<file path="src/rtl/spi_master_ctrl_if.sv">
// Request/status handshake and SPI pin bundle between a requester, spi_master_ctrl and its slaves.
// The master modport is the controller's view; the slave modport is the environment's view.
interface spi_master_ctrl_if #(
  parameter int NUM_SLAVES = 2,
  parameter int SEL_W      = 1
);
  logic                  start;
  logic [SEL_W-1:0]      slave_sel;
  logic [7:0]            tx_data;
  logic [7:0]            rx_data;
  logic                  busy;
  logic                  done;
  logic                  err;
  logic [NUM_SLAVES-1:0] cs_n;
  logic                  sclk;
  logic                  mosi;
  logic                  miso;

  modport master (
    input  start, slave_sel, tx_data, miso,
    output rx_data, busy, done, err, cs_n, sclk, mosi
  );

  modport slave (
    output start, slave_sel, tx_data, miso,
    input  rx_data, busy, done, err, cs_n, sclk, mosi
  );
endinterface

</file>
<file path="src/rtl/spi_master_ctrl.sv">
// SPI master (CPOL=0, CPHA=1, LSB first, 8-bit) sequencing one byte per start to a selected slave.
// Start-to-done is 18*CLK_DIV+1 cycles; start is only sampled while idle, so requests during a transfer are dropped.
module spi_master_ctrl #(
  parameter int NUM_SLAVES = 2,
  parameter int SEL_W      = 1,
  parameter int CLK_DIV    = 2
) (
  input  logic              clk,
  input  logic              reset,
  spi_master_ctrl_if.master bus
);

  localparam int                CNT_W     = $clog2(CLK_DIV + 1);
  localparam logic [CNT_W-1:0]  DIV_LAST  = CNT_W'(CLK_DIV - 1);
  localparam logic [CNT_W-1:0]  HOLD_LAST = CNT_W'(CLK_DIV);
  localparam logic [SEL_W:0]    SEL_LIMIT = (SEL_W + 1)'(NUM_SLAVES);

  typedef enum logic [1:0] {
    S_IDLE,
    S_SETUP,
    S_XFER,
    S_HOLD
  } state_t;

  state_t                r_state, w_state_nxt;
  logic [CNT_W-1:0]      r_cnt, w_cnt_nxt;
  logic [3:0]            r_bit_cnt, w_bit_cnt_nxt;
  logic [7:0]            r_tx_sh, w_tx_sh_nxt;
  logic [7:0]            r_rx_sh, w_rx_sh_nxt;
  logic [7:0]            r_rx_data, w_rx_data_nxt;
  logic                  r_busy, w_busy_nxt;
  logic                  r_done, w_done_nxt;
  logic                  r_err, w_err_nxt;
  logic [NUM_SLAVES-1:0] r_cs_n, w_cs_n_nxt;
  logic                  r_sclk, w_sclk_nxt;
  logic                  r_mosi, w_mosi_nxt;

  logic                  w_sel_ok;
  logic [NUM_SLAVES-1:0] w_cs_sel;
  logic                  w_div_wrap;

  assign w_sel_ok   = ({1'b0, bus.slave_sel} < SEL_LIMIT);
  assign w_cs_sel   = ~(NUM_SLAVES'(1) << bus.slave_sel);
  assign w_div_wrap = (r_cnt == DIV_LAST);

  always_ff @(posedge clk or negedge reset) begin
    if (!reset) begin
      r_state   <= S_IDLE;
      r_cnt     <= '0;
      r_bit_cnt <= '0;
      r_tx_sh   <= '0;
      r_rx_sh   <= '0;
      r_rx_data <= '0;
      r_busy    <= 1'b0;
      r_done    <= 1'b0;
      r_err     <= 1'b0;
      r_cs_n    <= '1;
      r_sclk    <= 1'b0;
      r_mosi    <= 1'b0;
    end else begin
      r_state   <= w_state_nxt;
      r_cnt     <= w_cnt_nxt;
      r_bit_cnt <= w_bit_cnt_nxt;
      r_tx_sh   <= w_tx_sh_nxt;
      r_rx_sh   <= w_rx_sh_nxt;
      r_rx_data <= w_rx_data_nxt;
      r_busy    <= w_busy_nxt;
      r_done    <= w_done_nxt;
      r_err     <= w_err_nxt;
      r_cs_n    <= w_cs_n_nxt;
      r_sclk    <= w_sclk_nxt;
      r_mosi    <= w_mosi_nxt;
    end
  end

  always_comb begin
    w_state_nxt   = r_state;
    w_cnt_nxt     = r_cnt;
    w_bit_cnt_nxt = r_bit_cnt;
    w_tx_sh_nxt   = r_tx_sh;
    w_rx_sh_nxt   = r_rx_sh;
    w_rx_data_nxt = r_rx_data;
    w_busy_nxt    = r_busy;
    w_done_nxt    = 1'b0;
    w_err_nxt     = 1'b0;
    w_cs_n_nxt    = r_cs_n;
    w_sclk_nxt    = r_sclk;
    w_mosi_nxt    = r_mosi;

    case (r_state)
      S_IDLE: begin
        if (bus.start) begin
          if (w_sel_ok) begin
            w_tx_sh_nxt   = bus.tx_data;
            w_rx_sh_nxt   = '0;
            w_cs_n_nxt    = w_cs_sel;
            w_busy_nxt    = 1'b1;
            w_sclk_nxt    = 1'b0;
            w_cnt_nxt     = '0;
            w_bit_cnt_nxt = '0;
            w_state_nxt   = S_SETUP;
          end else begin
            w_err_nxt = 1'b1;
          end
        end
      end

      S_SETUP: begin
        if (w_div_wrap) begin
          w_cnt_nxt   = '0;
          w_state_nxt = S_XFER;
        end else begin
          w_cnt_nxt = r_cnt + 1'b1;
        end
      end

      // Each half-period wrap is one SCLK edge: rising shifts out, falling samples in.
      S_XFER: begin
        if (w_div_wrap) begin
          w_cnt_nxt = '0;
          if (!r_sclk) begin
            w_sclk_nxt  = 1'b1;
            w_mosi_nxt  = r_tx_sh[0];
            w_tx_sh_nxt = {1'b0, r_tx_sh[7:1]};
          end else begin
            w_sclk_nxt    = 1'b0;
            w_rx_sh_nxt   = {bus.miso, r_rx_sh[7:1]};
            w_bit_cnt_nxt = r_bit_cnt + 1'b1;
            if (r_bit_cnt == 4'd7) begin
              w_state_nxt = S_HOLD;
            end
          end
        end else begin
          w_cnt_nxt = r_cnt + 1'b1;
        end
      end

      // Hold CS for CLK_DIV cycles after the last edge, then release in a separate done cycle.
      S_HOLD: begin
        if (r_cnt == HOLD_LAST) begin
          w_cnt_nxt     = '0;
          w_cs_n_nxt    = '1;
          w_busy_nxt    = 1'b0;
          w_done_nxt    = 1'b1;
          w_rx_data_nxt = r_rx_sh;
          w_mosi_nxt    = 1'b0;
          w_state_nxt   = S_IDLE;
        end else begin
          w_cnt_nxt = r_cnt + 1'b1;
        end
      end

      default: begin
        w_state_nxt = S_IDLE;
      end
    endcase
  end

  assign bus.rx_data = r_rx_data;
  assign bus.busy    = r_busy;
  assign bus.done    = r_done;
  assign bus.err     = r_err;
  assign bus.cs_n    = r_cs_n;
  assign bus.sclk    = r_sclk;
  assign bus.mosi    = r_mosi;

endmodule

</file>
<file path="src/flat_wrapper.sv">
// flat-port wrapper written by rule: the top's interface ports become plain ports
module spi_master_ctrl_flat 
#(
  parameter int NUM_SLAVES = 2,
  parameter int SEL_W      = 1,
  parameter int CLK_DIV    = 2
)
  (clk, reset, bus_start, bus_slave_sel, bus_tx_data, bus_miso, bus_rx_data, bus_busy, bus_done, bus_err, bus_cs_n, bus_sclk, bus_mosi);
  spi_master_ctrl_if #(.NUM_SLAVES(NUM_SLAVES), .SEL_W(SEL_W)) bus_i ();
  input  logic clk;
  input  logic reset;
  input wire logic [$bits(bus_i.start)-1:0] bus_start;
  input wire logic [$bits(bus_i.slave_sel)-1:0] bus_slave_sel;
  input wire logic [$bits(bus_i.tx_data)-1:0] bus_tx_data;
  input wire logic [$bits(bus_i.miso)-1:0] bus_miso;
  output wire logic [$bits(bus_i.rx_data)-1:0] bus_rx_data;
  output wire logic [$bits(bus_i.busy)-1:0] bus_busy;
  output wire logic [$bits(bus_i.done)-1:0] bus_done;
  output wire logic [$bits(bus_i.err)-1:0] bus_err;
  output wire logic [$bits(bus_i.cs_n)-1:0] bus_cs_n;
  output wire logic [$bits(bus_i.sclk)-1:0] bus_sclk;
  output wire logic [$bits(bus_i.mosi)-1:0] bus_mosi;
  assign bus_i.start = bus_start;
  assign bus_i.slave_sel = bus_slave_sel;
  assign bus_i.tx_data = bus_tx_data;
  assign bus_i.miso = bus_miso;
  assign bus_rx_data = bus_i.rx_data;
  assign bus_busy = bus_i.busy;
  assign bus_done = bus_i.done;
  assign bus_err = bus_i.err;
  assign bus_cs_n = bus_i.cs_n;
  assign bus_sclk = bus_i.sclk;
  assign bus_mosi = bus_i.mosi;
  spi_master_ctrl #(.NUM_SLAVES(NUM_SLAVES), .SEL_W(SEL_W), .CLK_DIV(CLK_DIV)) u_core (.clk(clk), .reset(reset), .bus(bus_i));
endmodule
</file>
<file path="config.mk">
export PLATFORM = sky130hd
export DESIGN_NAME = spi_master_ctrl_flat
export DESIGN_NICKNAME = d
export VERILOG_FILES = /design/src/rtl/spi_master_ctrl_if.sv /design/src/rtl/spi_master_ctrl.sv /design/src/flat_wrapper.sv
export SDC_FILE = /design/constraint.sdc
export NUM_CORES = 1
export LEC_CHECK = 0
export ABC_AREA = 0
export CAP_MARGIN = 10
export CORE_UTILIZATION = 53
export CTS_CLUSTER_SIZE = 20
export DETAILED_ROUTE_END_ITERATION = 6
export PLACE_DENSITY = 0.9
export SYNTH_ARGS = -nofsm -noshare
export SYNTH_HDL_FRONTEND = slang
export SYNTH_SLANG_ARGS = --single-unit
</file>
<file path="constraint.sdc">
create_clock -name clk -period 2.15 [get_ports clk]
set_input_delay 0.645 -clock clk [delete_from_list [all_inputs] [get_ports clk]]
set_output_delay 0.645 -clock clk [all_outputs]
set_load 0.03 [all_outputs]
</file>
# ---- Yosys cells after proc, flatten, opt, wreduce, memory -nomap -nowiden
# Index checks and enable logic that the tools add are counted.
dict set report op_classes {
  reduce_logical 12
  n_addsub 2
  mux 38
  shift 1
  bitwise_logic 1
  n_eq_ne 13
}
# op n
set ops {}
lappend ops {{$mux 8} 6}
lappend ops {{$pmux 8 s2} 2}
lappend ops {{$mux 2} 11}
lappend ops {{$mux 4} 3}
lappend ops {{$reduce_and 4->1} 3}
lappend ops {{$ne 2x1->1 const B} 5}
lappend ops {{$mux 1} 9}
lappend ops {{$pmux 2 s4} 1}
lappend ops {{$pmux 4 s2} 1}
lappend ops {{$eq 2x2->1 const B} 3}
lappend ops {{$pmux 1 s2} 3}
lappend ops {{$pmux 2 s3} 1}
lappend ops {{$reduce_and 3->1} 2}
lappend ops {{$reduce_and 6->1} 1}
lappend ops {{$reduce_bool 2->1} 3}
lappend ops {{$add 4x1->4 const B} 1}
lappend ops {{$eq 2x1->1 const B} 2}
lappend ops {{$eq 4x3->1 const B} 1}
lappend ops {{$ne 2x2->1 const B} 2}
lappend ops {{$pmux 2 s2} 1}
lappend ops {{$add 2x1->2 const B} 1}
lappend ops {{$logic_not 2->1} 1}
lappend ops {{$not 2->2} 1}
lappend ops {{$reduce_and 2->1} 1}
lappend ops {{2 further kinds} 2}
dict set report word_totals {
  ff_bits 38
  out_inout_bits 15
  word_cells 78
  in_bits 13
}

# ---- Logic depth before layout (Yosys ltp)
# Gate-level depths: netlist (run 1).
dict set report logic_depth {
  ltp_word 5
  mapped_depth 9
}

# ---- Worst setup path after synthesis (run 1)
# Ideal clock, no wire load.
dict set report synth_timing {
  kind {reg-to-reg}
  start {register u_core.r_state[0]}
  end {register u_core.r_state[1]}
  required_ns 2.025
  arrival_ns 1.648
  stages_incl_launch_ff 8
  setup_time_ns 0.125
  path_slack_ns 0.378
  path_cell_list {dfrtp_1 > inv_1 > ha_1 > buf_4 > nor2b_1 > nor2_1 > o2111ai_1 > mux2_2}
}
dict set report synth_via {
  elab_chain_len 3
  word_cells_on_any_way 12
  cone_classes {eq/ne: 9; mux: 1; reduce/logical: 2}
}
# item line
set synth_lines {}
lappend synth_lines {{start, declared} spi_master_ctrl.sv:25} ;# state_t r_state, w_state_nxt;
lappend synth_lines {{start signal, assigned} spi_master_ctrl.sv:61} ;# r_state <= w_state_nxt;
lappend synth_lines {{$eq 2x2->1, or another cell as far along} spi_master_ctrl.sv:90} ;# case (r_state)
lappend synth_lines {{$ne 2x1->1 (no line) / $ne 2x2->1 (equally long branches)} n/a}
lappend synth_lines {{$reduce_and 6->1 (no line)} n/a}
# Several ways; a longest one is shown, not always the timed one.
# A chain may end at the register's enable or synchronous reset.

# ---- Worst setup path in the final report (run 1)
dict set report layout_timing {
  start {register u_core.r_mosi, in the netlist u_core.bus.mosi}
  end {output port bus_mosi}
}
# item line
set layout_rtl {}
lappend layout_rtl {{start, declared} spi_master_ctrl.sv:36} ;# logic r_mosi, w_mosi_nxt;
lappend layout_rtl {{start signal, assigned} spi_master_ctrl.sv:72} ;# r_mosi <= w_mosi_nxt;
lappend layout_rtl {{end, declared} flat_wrapper.sv:22} ;# output wire logic [$bits(bus_i.mosi)-1:0] bus_mosi;
# No word-level cell between the ends.

==> results of run 1 <==
-- layer usage --
metal | track usage [%] | vias to the layer above | wire, um
met1 | 27.2 | 673 | 1630
li1 | - | 735 | -
met5 | 0 | - | 0
met4 | 5.71 | 0 | 31
met3 | 5.67 | 5 | 104
met2 | 35.7 | 25 | 1630
-- through the flow --
step	setup WS [ps]	utilization (%)	total power [W]	instance area, um^2	hold WS, ps
final	85.0	67.0	0.00118	2250	321
after floorplan	378	-	0.000755	1870	349
after CTS	69.6	67.0	0.00119	2250	323
after detailed placement	60.6	65.3	0.000796	2190	462
after global routing	9.87	67.0	0.00123	2250	360
after global placement	88.6	65.3	0.000794	2190	456
-- layout make-up --
class | count | area, um^2 | area share [%]
clock inverter | 2 | 12.5 | 0.555
timing repair buffer | 35 | 319 | 14.2
multi-input combinational | 145 | 831 | 36.8
tap | 46 | 57.6 | 2.55
sequential | 38 | 953 | 42.3
clock buffer | 6 | 51.3 | 2.28
inverter | 8 | 30.0 | 1.33
-- sequential cells by signal, indices dropped and copies added, names as in the netlist --
name,count
u_core.bus.cs_n,2
u_core.bus.busy,1
u_core.r_state,2
u_core.r_tx_sh,8
u_core.r_rx_sh,8
u_core.bus.done,1
u_core.r_cnt,2
u_core.bus.sclk,1
u_core.bus.rx_data,8
u_core.r_bit_cnt,4
u_core.bus.mosi,1
-- logic make-up after synthesis --
logic type / after synthesis / synth area share, %
simple gates: 85 / 20.0
compound gates: 40 / 13.0
flops: 38 / 50.9
buf+inv: 19 / 4.68
mux: 12 / 6.55
fa+ha+maj: 7 / 4.68
other cells: 1 / 0.200
-- what timing repair did --
item | in CTS | in global routing
endpoints found under the setup margin | 3 | 0
resized for setup | 3 | 0
buffers inserted | 0 | 0
-- cells in the final DEF (no fill, tap or decap), drive strengths merged, types with 2 or more instances in the layout --
cell type and count:
ha 7, mux2i 10, clkbuf 6, o22ai 3, nor2b 2, mux2 2, dfrtp 36, clkinv 2
and3b 2, a22o 4, nand2b 5, nand2 59, nor3 3, nand3 3, dlygate4sd2 3, clkdlybuf4s50 22
dfstp 2, a21oi 6, inv 7, buf 10, nor2 6, o21ai 20
-- power by group through the flow --
stage / registers, W / clock network, W / logic, W
2_1_floorplan: 0.000740 / 0 / 0.0000142
3_3_place_gp: 0.000741 / 0 / 0.0000530
3_5_place_dp: 0.000742 / 0 / 0.0000537
4_1_cts: 0.000729 / 0.000411 / 0.0000539
5_1_grt: 0.000730 / 0.000439 / 0.0000612
6_report: 0.000728 / 0.000400 / 0.0000524
-- worst min-delay path by stage --
stage                                     start                     to  slack [ps]  cells past startpoint
final                                     reset    u_core.r_bit_cnt[2]         320                      2
after global placement        u_core.r_rx_sh[0]  u_core.bus.rx_data[0]         460                      2
after floorplan                           reset        u_core.bus.busy         350                      0
after global routing                      reset  u_core.bus.rx_data[5]         360                      2
after CTS                                 reset    u_core.r_bit_cnt[2]         320                      2
after detailed placement  u_core.bus.rx_data[2]  u_core.bus.rx_data[2]         460                      2
==> results.md, run 1 <==
* Worst-path clk slew at 120 ps
* Crit path to: bus_mosi
* Die Y at about 60 um
* WL per Instance at 12.2 um
* Reg2reg setup slack at 340 ps
* Combinational power share at 4.4%
* Setup TNS at 0 ps
* # IOs at 28
* CTS Buf Count at 5
* Post-synthesis sequential area ratio at 50.9%
* Sequential power share at approximately three fifths
* CP Max Fanout at 3
* Reg2Reg Capture Point: u_core.r_bit_cnt[3]
* Sw Pwr at approximately 0.00027 W
* Critical path's largest stage delay at a little under 700 ps
* Post-synth top area share at 48.1%
* Max-cap violations at 0
* Peak supply drop at 339 uV
* Yosys reg bits at 38
* Grt ovf at 0
* CP cell instances: clkdlybuf4s50_1
* Initial Utilization at 55.7%
* Core ar. at roughly 3400 um^2
* CP max-delay cell: clkdlybuf4s50_1
* Drt pass-1 iters at 4
* Power Internal at 0.000906 W
* Setup crit start kind: register
* Num rows at 21
* Worst min path class: input port to async pin
* Lkg Pwr at between 1 and 1.5 nW
* Synth Flop Type: dfrtp_1
* Gpl congestion at 0.800
* Max Slew Vio Count at 0
* Top post-synthesis cells by area: dfrtp_1, nand2_1, mux2i_1
* Pwr dens at 524 nW/um^2
* Crit path time final at 2070 ps
* Layout cell share with drive strength beyond 1 at 9.40%
* Top-count cell post-synth: nand2_1
* Outcome: finished, final reports clean
* Clk network pwr share at roughly 34%
* Layout net count at roughly 250
* Fill count at 302
* EDFF count, synth at 0
* Final HPWL DP at 2.42 mm
* CTS sink count at 38
* Worst reg2reg path startpoint: u_core.r_state[0]
* TritonCTS clock tree: done
* RSZ-0062 raised after global routing: no
* Global-route wire length before repair at 5.81 mm
* # hold bufs at CTS at 0
* Vias at 1,438
* Area growth from synthesis to layout at 20.5%
* Syn. warnings at 0
* Post-synth top area cell: dfrtp_1
* Critical path startpoint: u_core.bus.mosi
* Type of the worst setup path: register to output pin
* Sw Ratio at 23.3%
* Worst path required time at roughly 1500 ps
* Port bufs at 26
* Clk_skew at 16.9 ps
* Worst Reg-to-Reg Cells at 6
* H-tree Lvls at 2
* Share of flip-flops with an asynchronous set or reset at 100%
* Worst path top cell family by delay: buffers and inverters
* Worst Path Arrival at approximately 1400 ps
* CP endpoint kind: output pin
* Post-Layout Cell Count at 280
* Die area at 3770 um^2
* CTS Root Cell: clkbuf_4
* Mapped Cells at 202
* Avg Cell Area, Syn at 9.27 um^2
* Routed WL at approximately 3.4 mm
* Fin. Hold Viols at 0
* Largest net degree at the start of global routing at 39
* Final Cycle Share at 96.0%
* Antenna Nets Post-Route at 0
* Initial DRC Count at 82
* GR Util All Layers at around a fifth
* Initial antenna violation count at 0
* Final-report setup violation count at 0
* Vias in the first global route at about 1,300
* Clock buffer depth at 2
* Crit path buffers/inverters at 1
* CP Depth at 1
* Syn_nets at around 220
* Post-placement cell count at 272
* Die W at 61.4 um
* Yosys cell types at 34
* Worst-Skew Late Latency at between 300 and 400 ps
* Syn Std Cell Area at roughly 1900 um^2
* Drt via density at 5.14
* Fmax at approximately 0.48 GHz
* Number of diodes at 0
* Synth top cells by count: nand2_1, dfrtp_1, o21ai_0
* DRC violations left at 0
Note: power is estimated with default switching activity, not from simulation.
==> run 2: changes to the inputs <==
--- a/config.mk
+++ b/config.mk
@@ -10,6 +10,7 @@
 export CORE_UTILIZATION = 53
 export CTS_CLUSTER_SIZE = 20
 export DETAILED_ROUTE_END_ITERATION = 6
+export GPL_TIMING_DRIVEN = 0
 export PLACE_DENSITY = 0.9
 export SYNTH_ARGS = -nofsm -noshare
 export SYNTH_HDL_FRONTEND = slang
==> results.md, run 2 (synthesis results as in run 1) <==
* Vias in the first global route at 1,358 (+4.5%)
* Worst path required time at 1500 ps (about the same)
* Worst min path class: input port to async pin
* Gpl congestion at 0.848 (+6.0%)
* Worst-Skew Late Latency at 350 ps (about the same)
* Die area at 3770 um^2 (unchanged)
* Most frequent cells in the layout: nand2_1, dfrtp_1, clkdlybuf4s50_1
* Final core utilization at 67.3% (+0.26 points)
* Fill count at 286 (-5.3%)
* CP cell instances: clkdlybuf4s50_1
* Crit path time final at 2070 ps (+1.32 ps)
* Drt pass-1 iters at 4 (unchanged)
* Vias at 1,504 (+4.6%)
* Setup TNS at 0 ps (unchanged)
* Initial antenna violation count at 0 (unchanged)
* Grt ovf at 0 (unchanged)
* Worst Reg-to-Reg Cells at 6 (unchanged)
* Core ar. at 3360 um^2 (unchanged)
* Drt via density at 5.30 (+3.1%)
* Port bufs at 26 (unchanged)
* H-tree Lvls at 2 (unchanged)
* CP Max Fanout at 3 (unchanged)
* Crit path buffers/inverters at 1 (unchanged)
* CP endpoint kind: output pin
* Antenna Nets Post-Route at 0 (unchanged)
* Post-Layout Cell Count at 284 (+1.4%)
* CP max-delay cell: clkdlybuf4s50_1
* # hold bufs at CTS at 0 (unchanged)
* Peak supply drop at 514 uV (+52%)
* Worst Path Arrival at 1420 ps (about the same)
* DRC violations left at 0 (unchanged)
* Setup ws final at 83.7 ps (-1.32 ps)
* Final-report setup violation count at 0 (unchanged)
* Final total power at 0.00117 W (-0.77%)
* Die W at 61.4 um (unchanged)
* CTS sink count at 38 (unchanged)
* Initial DRC Count at 80 (-2.4%)
* Setup slack at placement at -159 ps (-219 ps)
* Fin. Hold Viols at 0 (unchanged)
* Pwr dens at 518 nW/um^2 (-1.2%)
* Worst slew pin tran at 805 ps
* WL per Instance at 12.5 um (+3.0%)
* CTS Buf Count at 5 (unchanged)
* Critical path's largest stage delay at 690 ps (about the same)
* Global-route wire length before repair at 5.78 mm (-0.46%)
* Reg2reg setup slack at 150 ps (-190 ps)
* Layout cell share with drive strength beyond 1 at 9.66% (+0.26 points)
* Largest net degree at the start of global routing at 39 (unchanged)
* Outcome: finished, final reports clean
* Lkg Pwr at 1.14 nW (-0.18%)
* Worst reg2reg path startpoint: u_core.r_state[0]
* Die Y at 61.4 um (unchanged)
* Max-cap violations at 0 (unchanged)
* Clock buffer depth at 2 (unchanged)
* Fmax at 0.484 GHz (about the same)
* Num rows at 21 (unchanged)
* GR Util All Layers at 21.4% (+0.19 points)
* Initial Utilization at 55.7% (unchanged)
* Final HPWL DP at 2.48 mm (+2.4%)
* Reg2Reg Capture Point: u_core.r_tx_sh[1]
* Slew margin rel. at 46.3%
* Commonest non-fill, non-tap cell in the layout: nand2_1
* Area growth from synthesis to layout at 20.9%
* Worst path top cell family by delay: buffers and inverters
* RSZ-0062 raised after global routing: no
* Final Cycle Share at 96.1% (about the same)
* Routed WL at 3.56 mm (+4.5%)
* Type of the worst setup path: register to output pin
* Worst-path clk slew at 110 ps (about the same)
* Post-placement cell count at 274 (+0.74%)
* TritonCTS clock tree: done
* # IOs at 28 (unchanged)
* Layout net count at 257 (+1.6%)
* Setup crit start kind: register
* CTS Root Cell: clkbuf_4
* Max Slew Vio Count at 0 (unchanged)
* Number of diodes at 0 (unchanged)
* Clk_skew at 11.3 ps (-5.52 ps)
run 2: cell types whose count changed in the layout (fill, tap and decap cells not counted):
| cell | previous run | this run |
|---|---|---|
| buf_4 | 9 | 5 |
| clkdlybuf4s50_1 | 22 | 23 |
| clkbuf_1 | 0 | 4 |
| nor2b_1 | 2 | 1 |
| buf_2 | 1 | 5 |
| dlygate4sd2_1 | 3 | 2 |
| nor2b_2 | 0 | 1 |
run 2: worst max-delay path by stage:
stage / startpoint / to / slack [ps] / cells past startpoint
finish: u_core.bus.busy / bus_busy / 80 / 1
global placement: reset / u_core.r_state[1] / -420 / 1
floorplan: u_core.r_state[0] / u_core.r_state[1] / 380 / 7
detailed placement: bus_start / u_core.r_state[1] / -160 / 5
global route: u_core.r_state[0] / u_core.r_tx_sh[1] / 20 / 6
CTS: u_core.r_state[1] / u_core.r_tx_sh[6] / 30 / 7
run 2: timing repair:
item	4_1_cts	5_1_grt
resized for setup	2	1
setup endpoints to repair	2	11
setup buffers	0	2
pin swaps	0	1
run 2: per-stage QoR:
| step | hold WS, ps | instance area (um^2) |
|---|---|---|
| floorplan | 349 | 1870 |
| global placement | 453 | 2190 |
| detailed placement | 465 | 2180 |
| CTS | 394 | 2250 |
| global route | 431 | 2260 |
| finish | 372 | 2260 |
run 2: area by class of cell:
| class | instances | area [um^2] | share of cell area, % |
|---|---|---|---|
| Clock buffer | 6 | 51.3 | 2.27 |
| Timing Repair Buffer | 28 | 268 | 11.8 |
| Sequential cell | 38 | 953 | 42.1 |
| Tap cell | 46 | 57.6 | 2.54 |
| Inverter | 8 | 30.0 | 1.33 |
| Clock inverter | 2 | 12.5 | 0.553 |
| Multi-Input combinational cell | 145 | 833 | 36.8 |
| Buffer | 11 | 57.6 | 2.54 |
run 2: layer usage:
metal	GRT usage (%)	share of wire, %	vias to the layer above
met4	8.25	2.8	0
met1	26.3	45	712
li1	-	-	746
met2	35.2	47	35
met3	6.93	4.7	11
met5	0	0	-
run 2: power by group:
part           internal, W  switching (W)
Sequential        0.000722     0.00000563
Clock             0.000157       0.000235
Combinational    0.0000251      0.0000261
Total             0.000904       0.000267
==> run 3: changes to the inputs <==
--- a/config.mk
+++ b/config.mk
@@ -12,6 +12,7 @@
 export DETAILED_ROUTE_END_ITERATION = 6
 export GPL_TIMING_DRIVEN = 0
 export PLACE_DENSITY = 0.9
+export SLEW_MARGIN = 10
 export SYNTH_ARGS = -nofsm -noshare
 export SYNTH_HDL_FRONTEND = slang
 export SYNTH_SLANG_ARGS = --single-unit
==> results.md, run 3 (synthesis results as in run 1) <==
* Clk_skew at 11.0 ps (-0.328 ps)
* Reg2reg setup slack at 130 ps (-20 ps)
* Initial Utilization at 55.7% (unchanged)
* # IOs at 28 (unchanged)
* Drt pass-1 iters at 4 (unchanged)
* Hold Worst Slack at 233 ps (-139 ps)
* Worst slew pin tran at 655 ps (-151 ps)
* Commonest non-fill, non-tap cell in the layout: nand2_1
* Outcome: finished, final reports clean
* Antenna Nets Post-Route at 0 (unchanged)
* H-tree Lvls at 2 (unchanged)
* CP Max Fanout at 2 (-1)
* Met3 usage at 6.93% (unchanged)
* Peak supply drop at 563 uV (+9.5%)
* Die Y at 61.4 um (unchanged)
* Initial antenna violation count at 0 (unchanged)
* CP endpoint kind: output pin
* Initial DRC Count at 69 (-14%)
* Final-report setup violation count at 0 (unchanged)
* CTS sink count at 38 (unchanged)
* Setup TNS at 0 ps (unchanged)
* Num rows at 21 (unchanged)
* Number of diodes at 0 (unchanged)
* Type of the worst setup path: register to output pin
* Drt via density at 5.45 (+2.8%)
* CP max-delay cell: clkdlybuf4s50_1
* CTS Root Cell: clkbuf_4
* WL per Instance at 13.0 um (+4.2%)
* Met1 usage at 26.1% (-0.16 points)
* Fill count at 268 (-6.3%)
* Layout cell share with drive strength beyond 1 at 10.0% (+0.38 points)
* Pwr dens at 513 nW/um^2 (-0.90%)
* Most frequent cells in the layout: nand2_1, dfrtp_1, clkdlybuf4s50_1
* Fin. Hold Viols at 0 (unchanged)
* Setup crit start kind: register
* Vias at 1,552 (+3.2%)
* Core ar. at 3360 um^2 (unchanged)
* Final Cycle Share at 96.1% (about the same)
* # hold bufs at CTS at 0 (unchanged)
* Max Slew Vio Count at 0 (unchanged)
* Worst path required time at 1500 ps (about the same)
* Clock buffer depth at 2 (unchanged)
* DRC violations left at 0 (unchanged)
* Routed WL at 3.72 mm (+4.5%)
* Lkg Pwr at 1.15 nW (+1.1%)
* CP cell instances: clkdlybuf4s50_1
* Final total power at 0.00118 W (+0.30%)
* Largest net degree at the start of global routing at 21 (-46%)
* Max-cap violations at 0 (unchanged)
* Post-placement cell count at 275 (+0.36%)
* Final HPWL DP at 2.68 mm (+8.1%)
* CTS Buf Count at 5 (unchanged)
* Reg2Reg Capture Point: u_core.r_tx_sh[1]
* Die W at 61.4 um (unchanged)
* Grt peak-use layer: met2
* Global-route wire length before repair at 5.88 mm (+1.7%)
* Port bufs at 26 (unchanged)
* Post-Layout Cell Count at 285 (+0.35%)
* Worst reg2reg path startpoint: u_core.r_state[0]
* RSZ-0062 raised after global routing: no
* Grt ovf at 0 (unchanged)
* Area growth from synthesis to layout at 22.4%
* Worst min path class: input port to async pin
* Worst path top cell family by delay: buffers and inverters
* Layout net count at 258 (+0.39%)
* Worst Path Arrival at 1420 ps (about the same)
* Gpl congestion at 0.848 (unchanged)
* TritonCTS clock tree: done
* Die area at 3770 um^2 (unchanged)
* GR Util All Layers at 22.1% (+0.65 points)
* Crit path buffers/inverters at 1 (unchanged)
* Vias in the first global route at 1,385 (+2.0%)
* Critical path's largest stage delay at 690 ps (about the same)
* Worst Reg-to-Reg Cells at 6 (unchanged)
* Crit path time final at 2070 ps (-0.971 ps)
* Met2 usage at 37.3% (+2.0 points)
* Worst-path clk slew at 110 ps (about the same)
* Worst-Skew Late Latency at 340 ps (about the same)
* Fmax at 0.484 GHz (about the same)
* Slew margin rel. at 56.3% (+10 points)
==> run 3: cell types whose count changed in the layout (fill, tap and decap cells not counted) <==
cell,delta
buf_16,+1
==> run 3: where the power goes <==
part,internal (W),switching (W)
clock network,0.000157,0.000232
registers,0.000722,0.00000577
logic,0.0000301,0.0000274
total,0.000909,0.000266
==> run 3: final cells by class <==
type	count	area [um^2]	share of cell area, %
clock buffer	6	51.3	2.24
inverter	8	30.0	1.31
buffer	11	57.6	2.51
sequential	38	953	41.6
multi-input combinational	145	833	36.4
tap	46	57.6	2.51
timing repair buffer	29	295	12.9
clock inverter	2	12.5	0.546
==> run 3: through the flow <==
| step | worst slack [ps] | cell area, um^2 | utilization (%) |
|---|---|---|---|
| final | 84.6 | 2290 | 68.1 |
| after global routing | 29.5 | 2290 | 68.1 |
| after CTS | 33.0 | 2270 | 67.6 |
| after detailed placement | -155 | 2210 | 65.8 |
| after global placement | -420 | 2190 | 65.1 |
| after floorplan | 378 | 1870 | - |
==> run 3: layer usage <==
metal / vias up / part of all wire, %
li1: 751 / -
met1: 751 / 43
met3: 6 / 3.9
met5: - / 0
met4: 0 / 1.5
met2: 44 / 51
==> run 3: how the worst max path moves through the flow <==
stage          cells past startpoint             startpoint  slack (ps)                 to
2_1_floorplan                      7      u_core.r_state[0]         380  u_core.r_state[1]
3_3_place_gp                       1                  reset        -420  u_core.r_state[1]
3_5_place_dp                       5              bus_start        -160  u_core.r_state[1]
4_1_cts                            7      u_core.r_state[0]          30  u_core.r_tx_sh[6]
5_1_grt                            1        u_core.bus.busy          30           bus_busy
6_report                           1  u_core.bus.rx_data[6]          80     bus_rx_data[6]
==> run 3: what timing repair did <==
item / 4_1_cts / 5_1_grt
buffers inserted: 0 / 2
endpoints found under the setup margin: 2 / 11
pin swaps: 0 / 1
resized for setup: 2 / 1
